$ cat src/rtl/gray_pointer_receiver_if.sv
// Link bundle between a gray-code writer (master) and the gray pointer receiver (slave).
interface gray_pointer_receiver_if #(
  parameter int WIDTH = 4
);
  logic [WIDTH-1:0] gray_in;
  logic             error_clear;
  logic [WIDTH-1:0] binary_out;
  logic             binary_valid;
  logic [WIDTH-1:0] delta;
  logic             step_error;

  modport master (
    output gray_in, error_clear,
    input  binary_out, binary_valid, delta, step_error
  );

  modport slave (
    input  gray_in, error_clear,
    output binary_out, binary_valid, delta, step_error
  );
endinterface

$ cat src/rtl/gray_pointer_receiver.sv
// Synchronises a gray-coded pointer into clk, decodes it to binary and reports
// each change with a valid strobe, a modular delta and a sticky multi-bit-step error.
module gray_pointer_receiver #(
  parameter int WIDTH       = 4,
  parameter int SYNC_STAGES = 2
) (
  input  logic                    clk,
  input  logic                    reset_n,
  gray_pointer_receiver_if.slave  io_link
);

  localparam int FILL_W = $clog2(SYNC_STAGES + 1);

  typedef enum logic {PRIME, TRACK} state_t;

  state_t                            r_state;
  state_t                            w_state_next;
  logic [SYNC_STAGES-1:0][WIDTH-1:0] r_sync;
  logic [FILL_W-1:0]                 r_fill;
  logic [FILL_W-1:0]                 w_fill_next;
  logic [WIDTH-1:0]                  r_prev_gray;
  logic [WIDTH-1:0]                  r_binary;
  logic [WIDTH-1:0]                  r_delta;
  logic                              r_valid;
  logic                              r_error;
  logic [WIDTH-1:0]                  w_sync_out;
  logic [WIDTH-1:0]                  w_sync_bin;
  logic [WIDTH-1:0]                  w_diff;
  logic                              w_load;
  logic                              w_change;
  logic                              w_set_error;

  always_ff @(posedge clk) begin
    if (!reset_n) begin
      r_sync <= '0;
    end else begin
      r_sync[0] <= io_link.gray_in;
      for (int k = 1; k < SYNC_STAGES; k++) begin
        r_sync[k] <= r_sync[k-1];
      end
    end
  end

  assign w_sync_out = r_sync[SYNC_STAGES-1];
  assign w_diff     = w_sync_out ^ r_prev_gray;

  // Binary bit i is the XOR of all gray bits at or above position i.
  always_comb begin
    w_sync_bin = '0;
    for (int i = 0; i < WIDTH; i++) begin
      w_sync_bin[i] = ^(w_sync_out >> i);
    end
  end

  always_ff @(posedge clk) begin
    if (!reset_n) begin
      r_state <= PRIME;
      r_fill  <= '0;
    end else begin
      r_state <= w_state_next;
      r_fill  <= w_fill_next;
    end
  end

  // Priming waits until the chain holds post-reset samples before the first load.
  always_comb begin
    w_state_next = r_state;
    w_fill_next  = r_fill;
    w_load       = 1'b0;
    w_change     = 1'b0;
    w_set_error  = 1'b0;
    case (r_state)
      PRIME: begin
        if (r_fill == FILL_W'(SYNC_STAGES)) begin
          w_load       = 1'b1;
          w_state_next = TRACK;
        end else begin
          w_fill_next = r_fill + FILL_W'(1);
        end
      end
      TRACK: begin
        if (w_sync_out != r_prev_gray) begin
          w_change    = 1'b1;
          w_set_error = (w_diff & (w_diff - WIDTH'(1))) != '0;
        end
      end
      default: w_state_next = PRIME;
    endcase
  end

  always_ff @(posedge clk) begin
    if (!reset_n) begin
      r_prev_gray <= '0;
      r_binary    <= '0;
      r_delta     <= '0;
      r_valid     <= 1'b0;
      r_error     <= 1'b0;
    end else begin
      r_valid <= w_load | w_change;
      if (w_load || w_change) begin
        r_prev_gray <= w_sync_out;
        r_binary    <= w_sync_bin;
        r_delta     <= w_load ? '0 : (w_sync_bin - r_binary);
      end
      // A new illegal step wins over a clear requested in the same cycle.
      if (w_set_error) begin
        r_error <= 1'b1;
      end else if (io_link.error_clear) begin
        r_error <= 1'b0;
      end
    end
  end

  assign io_link.binary_out   = r_binary;
  assign io_link.binary_valid = r_valid;
  assign io_link.delta        = r_delta;
  assign io_link.step_error   = r_error;

endmodule
$ cat src/flat_wrapper.sv
// flat-port wrapper written by rule: the top's interface ports become plain ports
module gray_pointer_receiver_flat 
#(
  parameter int WIDTH       = 4,
  parameter int SYNC_STAGES = 2
)
  (clk, reset_n, io_link_gray_in, io_link_error_clear, io_link_binary_out, io_link_binary_valid, io_link_delta, io_link_step_error);
  gray_pointer_receiver_if #(.WIDTH(WIDTH)) io_link_i ();
  input  logic clk;
  input  logic reset_n;
  input wire logic [$bits(io_link_i.gray_in)-1:0] io_link_gray_in;
  input wire logic [$bits(io_link_i.error_clear)-1:0] io_link_error_clear;
  output wire logic [$bits(io_link_i.binary_out)-1:0] io_link_binary_out;
  output wire logic [$bits(io_link_i.binary_valid)-1:0] io_link_binary_valid;
  output wire logic [$bits(io_link_i.delta)-1:0] io_link_delta;
  output wire logic [$bits(io_link_i.step_error)-1:0] io_link_step_error;
  assign io_link_i.gray_in = io_link_gray_in;
  assign io_link_i.error_clear = io_link_error_clear;
  assign io_link_binary_out = io_link_i.binary_out;
  assign io_link_binary_valid = io_link_i.binary_valid;
  assign io_link_delta = io_link_i.delta;
  assign io_link_step_error = io_link_i.step_error;
  gray_pointer_receiver #(.WIDTH(WIDTH), .SYNC_STAGES(SYNC_STAGES)) u_core (.clk(clk), .reset_n(reset_n), .io_link(io_link_i));
endmodule
$ cat config.mk
export PLATFORM = sky130hd
export DESIGN_NAME = gray_pointer_receiver_flat
export DESIGN_NICKNAME = d
export VERILOG_FILES = /design/src/rtl/gray_pointer_receiver_if.sv /design/src/rtl/gray_pointer_receiver.sv /design/src/flat_wrapper.sv
export SDC_FILE = /design/constraint.sdc
export NUM_CORES = 1
export LEC_CHECK = 0
export ABC_CLOCK_PERIOD_IN_PS = 5500
export BUFFER_PORTS_ARGS = -buffer_cell sky130_fd_sc_hd__buf_4
export CAP_MARGIN = 20
export CORE_UTILIZATION = 57
export DETAILED_ROUTE_END_ITERATION = 12
export HOLD_SLACK_MARGIN = 0.05
export PLACE_DENSITY = 0.8
export REMOVE_ABC_BUFFERS = 1
export SYNTH_ARGS = -nofsm -noshare
export SYNTH_HDL_FRONTEND = slang
export SYNTH_SLANG_ARGS = --single-unit
$ cat constraint.sdc
create_clock -name clk -period 5.5 [get_ports clk]
set_clock_uncertainty 0.05 [all_clocks]
set_input_delay 0.825 -clock clk [delete_from_list [all_inputs] [get_ports clk]]
set_output_delay 0.825 -clock clk [all_outputs]
set_load 0.02 [all_outputs]
==> results.yml <==
clocking:
  clockBufferDepth: 2
  cts_resized: 0
  cts_sinks: 24
  postCtsHoldBufs: 0
  root_buffer: "clkbuf_4"
  clock_latency_ps: 320
  cts_made_buffers: 3
  path_clk_slew_ps: 130
  cts_tree: "yes"
  cts_setup_buffers: 0
  cts_max_level: 1
logic_synthesis:
  yosysTopAreaCellShare_pct: 47.5
  yosysUniqueCellTypes: 28
  synth_seq_area_share_pct: 47.5
  synth.area.top_cells: "dfxtp_1 47%, and2_1 5.6%, xnor2_1 5.2%, ha_1 4.9%, nand2_1 4.8%"
  yosysWarnings: 0
  syn_area_sq_mm: 0.00101
  ys_ff_latch: 24
  synth_area_leader_cell: "dfxtp_1"
  synthCells: 101
  avgSynthCellArea_sq_um: 10.0
sta:
  fin_crit_ps: 2180
  rsz0062_at_grt: "false"
  min_period_over_period_pct: 39.6
  maxSlewViolCount: 0
  finalHoldViolCount: 0
  tightest_slew_ps: 691
  timing.fmax_ghz: 0.459
  finalSetupTns_ps: 0
  slew_headroom_pct: 53.8
  final-setup-viol-count: 0
critical_path:
  crit_path_frequent_cell: "o21a_1"
  critPathCaptureType: "register"
  cp_top_family: "XOR/XNOR gates"
  cpMaxStageDelayCell: "xor3_2"
  cp_max_fo: 4
  crit_path_max_incr_delay_ps: 510
  required_ps: 5680
  crit_arrival_ps: 2360
  critical_path_class: "reg2reg"
  startpoint_type: "register"
  cp_num_buf_inv: 0
  crit_chain: "xor3_2 > xnor2_1 > ha_1 > nor2b_1 > o21a_1 > o21a_1 > o32ai_1"
floorplan:
  num_rows: 14
  die_w_microns: 44.1
  pin_count: 17
  fp.coreArea_sq_mm: 0.00158
  die_y_microns: 44.1
  die-area_sq_mm: 0.00195
  start_util_pct: 64.2
detailed_routing:
  ant_nets: 0
  via_count: 740
  drt_iter0_markers: 14
  route.detailed.drc: 0
  wire_per_inst_microns: 11.8
  drt_pass1_iterations: 6
  routed_via_density: 5.56
  wl_microns: 1570
run_status:
  status: "completed"
power:
  ir_worst_vdd_uv: 258
  p_leak_nw: 0.495
  power.total_w: 0.000476
  p_per_area_mw_per_mm2: 401
global_route:
  grtUsageTotal_pct: 18.3
  antenna_found_initial: 0
  grt_pass1_wl_microns: 2620
  grt_pass1_vias: 635
  grt_max_degree: 23
  grt_overflow: 0
place:
  post_dp_cell_area_sq_mm: 0.00113
  gp_congestion: 0.776
  io_buffers: 16
  dp_hpwl_microns: 1170
run:
  max-cap-violations: 0
final_layout:
  area_growth_pct: 17.2
  fillCellCount: 111
  nets: 130
  diodes: 0
  drive_gt1_share_pct: 21.4
  fin_area_sq_mm: 0.00119
worst_hold_path:
  min_path_type: "reg2reg"
registers in the layout (all words and copies together), names as in the netlist:
| register | flops |
|---|---|
| u_core.io_link.binary_out | 4 |
| u_core.io_link.binary_valid | 1 |
| u_core.r_prev_gray | 3 |
| u_core.w_sync_out | 4 |
| u_core.r_state | 1 |
| u_core.io_link.delta | 4 |
| u_core.r_fill | 2 |
| u_core.io_link.step_error | 1 |
| u_core.r_sync | 4 |
metal layers:
layer | up-vias | track usage (%) | share of wire, %
li1 | 370 | - | -
met1 | 350 | 21.1 | 44
met2 | 15 | 32.9 | 50
met3 | 5 | 2.45 | 3.7
met4 | 0 | 9.09 | 2.2
met5 | - | 0 | 0
where the power goes:
part	total (W)	internal, W	switching [W]
Clock	0.000125	0.0000737	0.0000517
Combinational	0.000137	0.0000624	0.0000751
Sequential	0.000213	0.000196	0.0000172
cell usage after synthesis:
master     count
a2111oi_2      1
a211oi_1       1
a21oi_1        2
a21oi_2        1
a32oi_1        1
and2_1         9
and4_2         1
buf_4          1
clkbuf_1       3
dfxtp_1       24
fa_1           1
ha_1           4
inv_1          6
mux2i_1        4
nand2_1       13
nand3b_1       1
nor2_1         6
nor2b_1        1
nor3_1         1
o211ai_1       2
o21a_1         2
o21ai_0        2
o21bai_2       1
o22ai_1        3
o32ai_1        1
xnor2_1        6
xor2_1         2
xor3_2         1
worst paths after layout:
kind | to | startpoint | cells past startpoint | slack (ps)
setup / recovery | u_core.io_link.delta[3] | u_core.w_sync_out[3] | 7 | 3320
hold / removal | u_core.w_sync_out[1] | u_core.r_sync[1] | 1 | 400
setup reg to reg | u_core.io_link.delta[3] | u_core.w_sync_out[3] | 7 | 3320
hold reg to reg | u_core.w_sync_out[1] | u_core.r_sync[1] | 1 | 400
cell type report:
cell class | instances | area, sq um | area share [%]
clock buffer | 3 | 22.5 | 1.90
clock inverter | 1 | 30.0 | 2.53
inverter | 6 | 22.5 | 1.90
multi-input combinational | 67 | 490 | 41.4
sequential | 24 | 480 | 40.5
tap | 16 | 20.0 | 1.69
timing repair buffer | 16 | 120 | 10.1
placed cells by master, fill, tap and decap left out, types with 2 or more instances in the layout:
master / Yosys / routed
a21oi_1: 2 / 2
and2_1: 9 / 9
buf_4: 1 / 16
clkbuf_4: 0 / 3
dfxtp_1: 24 / 24
ha_1: 4 / 4
inv_1: 6 / 6
mux2i_1: 4 / 4
nand2_1: 13 / 13
nor2_1: 6 / 6
o211ai_1: 2 / 2
o21a_1: 2 / 2
o21ai_0: 2 / 2
o22ai_1: 3 / 3
xnor2_1: 6 / 6
xor2_1: 2 / 2
worst reg2reg max path, delay by kind of cell (launching register included):
kind | cells | cell delay, ps
and+or+nand+nor | 1 | 60
AOI/OAI and AO/OA | 3 | 530
adders and majority gates | 1 | 250
xor gates and xnor gates | 2 | 770
DFF | 1 | 420
metrics by stage:
stage               setup slack, ps  utilization (%)  std cells  hold slack, ps
global placement               3460             71.9        129             365
global route                   3240             75.2        133             413
finish                         3320             75.2        133             398
detailed placement             3340             71.9        129             369
CTS                            3310             75.2        133             402
floorplan                      3520                -         97             362
logic make-up (layout without fill, tap and decap cells):
logic type      after synthesis  count (layout)  share of synthesized area, %
flops                        24              24                          47.5
buf+inv                      10              26                          4.08
fa+ha+maj                     5               5                          6.92
compound gates               17              17                          12.7
simple gates                 32              32                          15.5
mux                           4               4                          3.96
xor+xnor                      9               9                          9.39
Power figures use the tool's default switching activity.
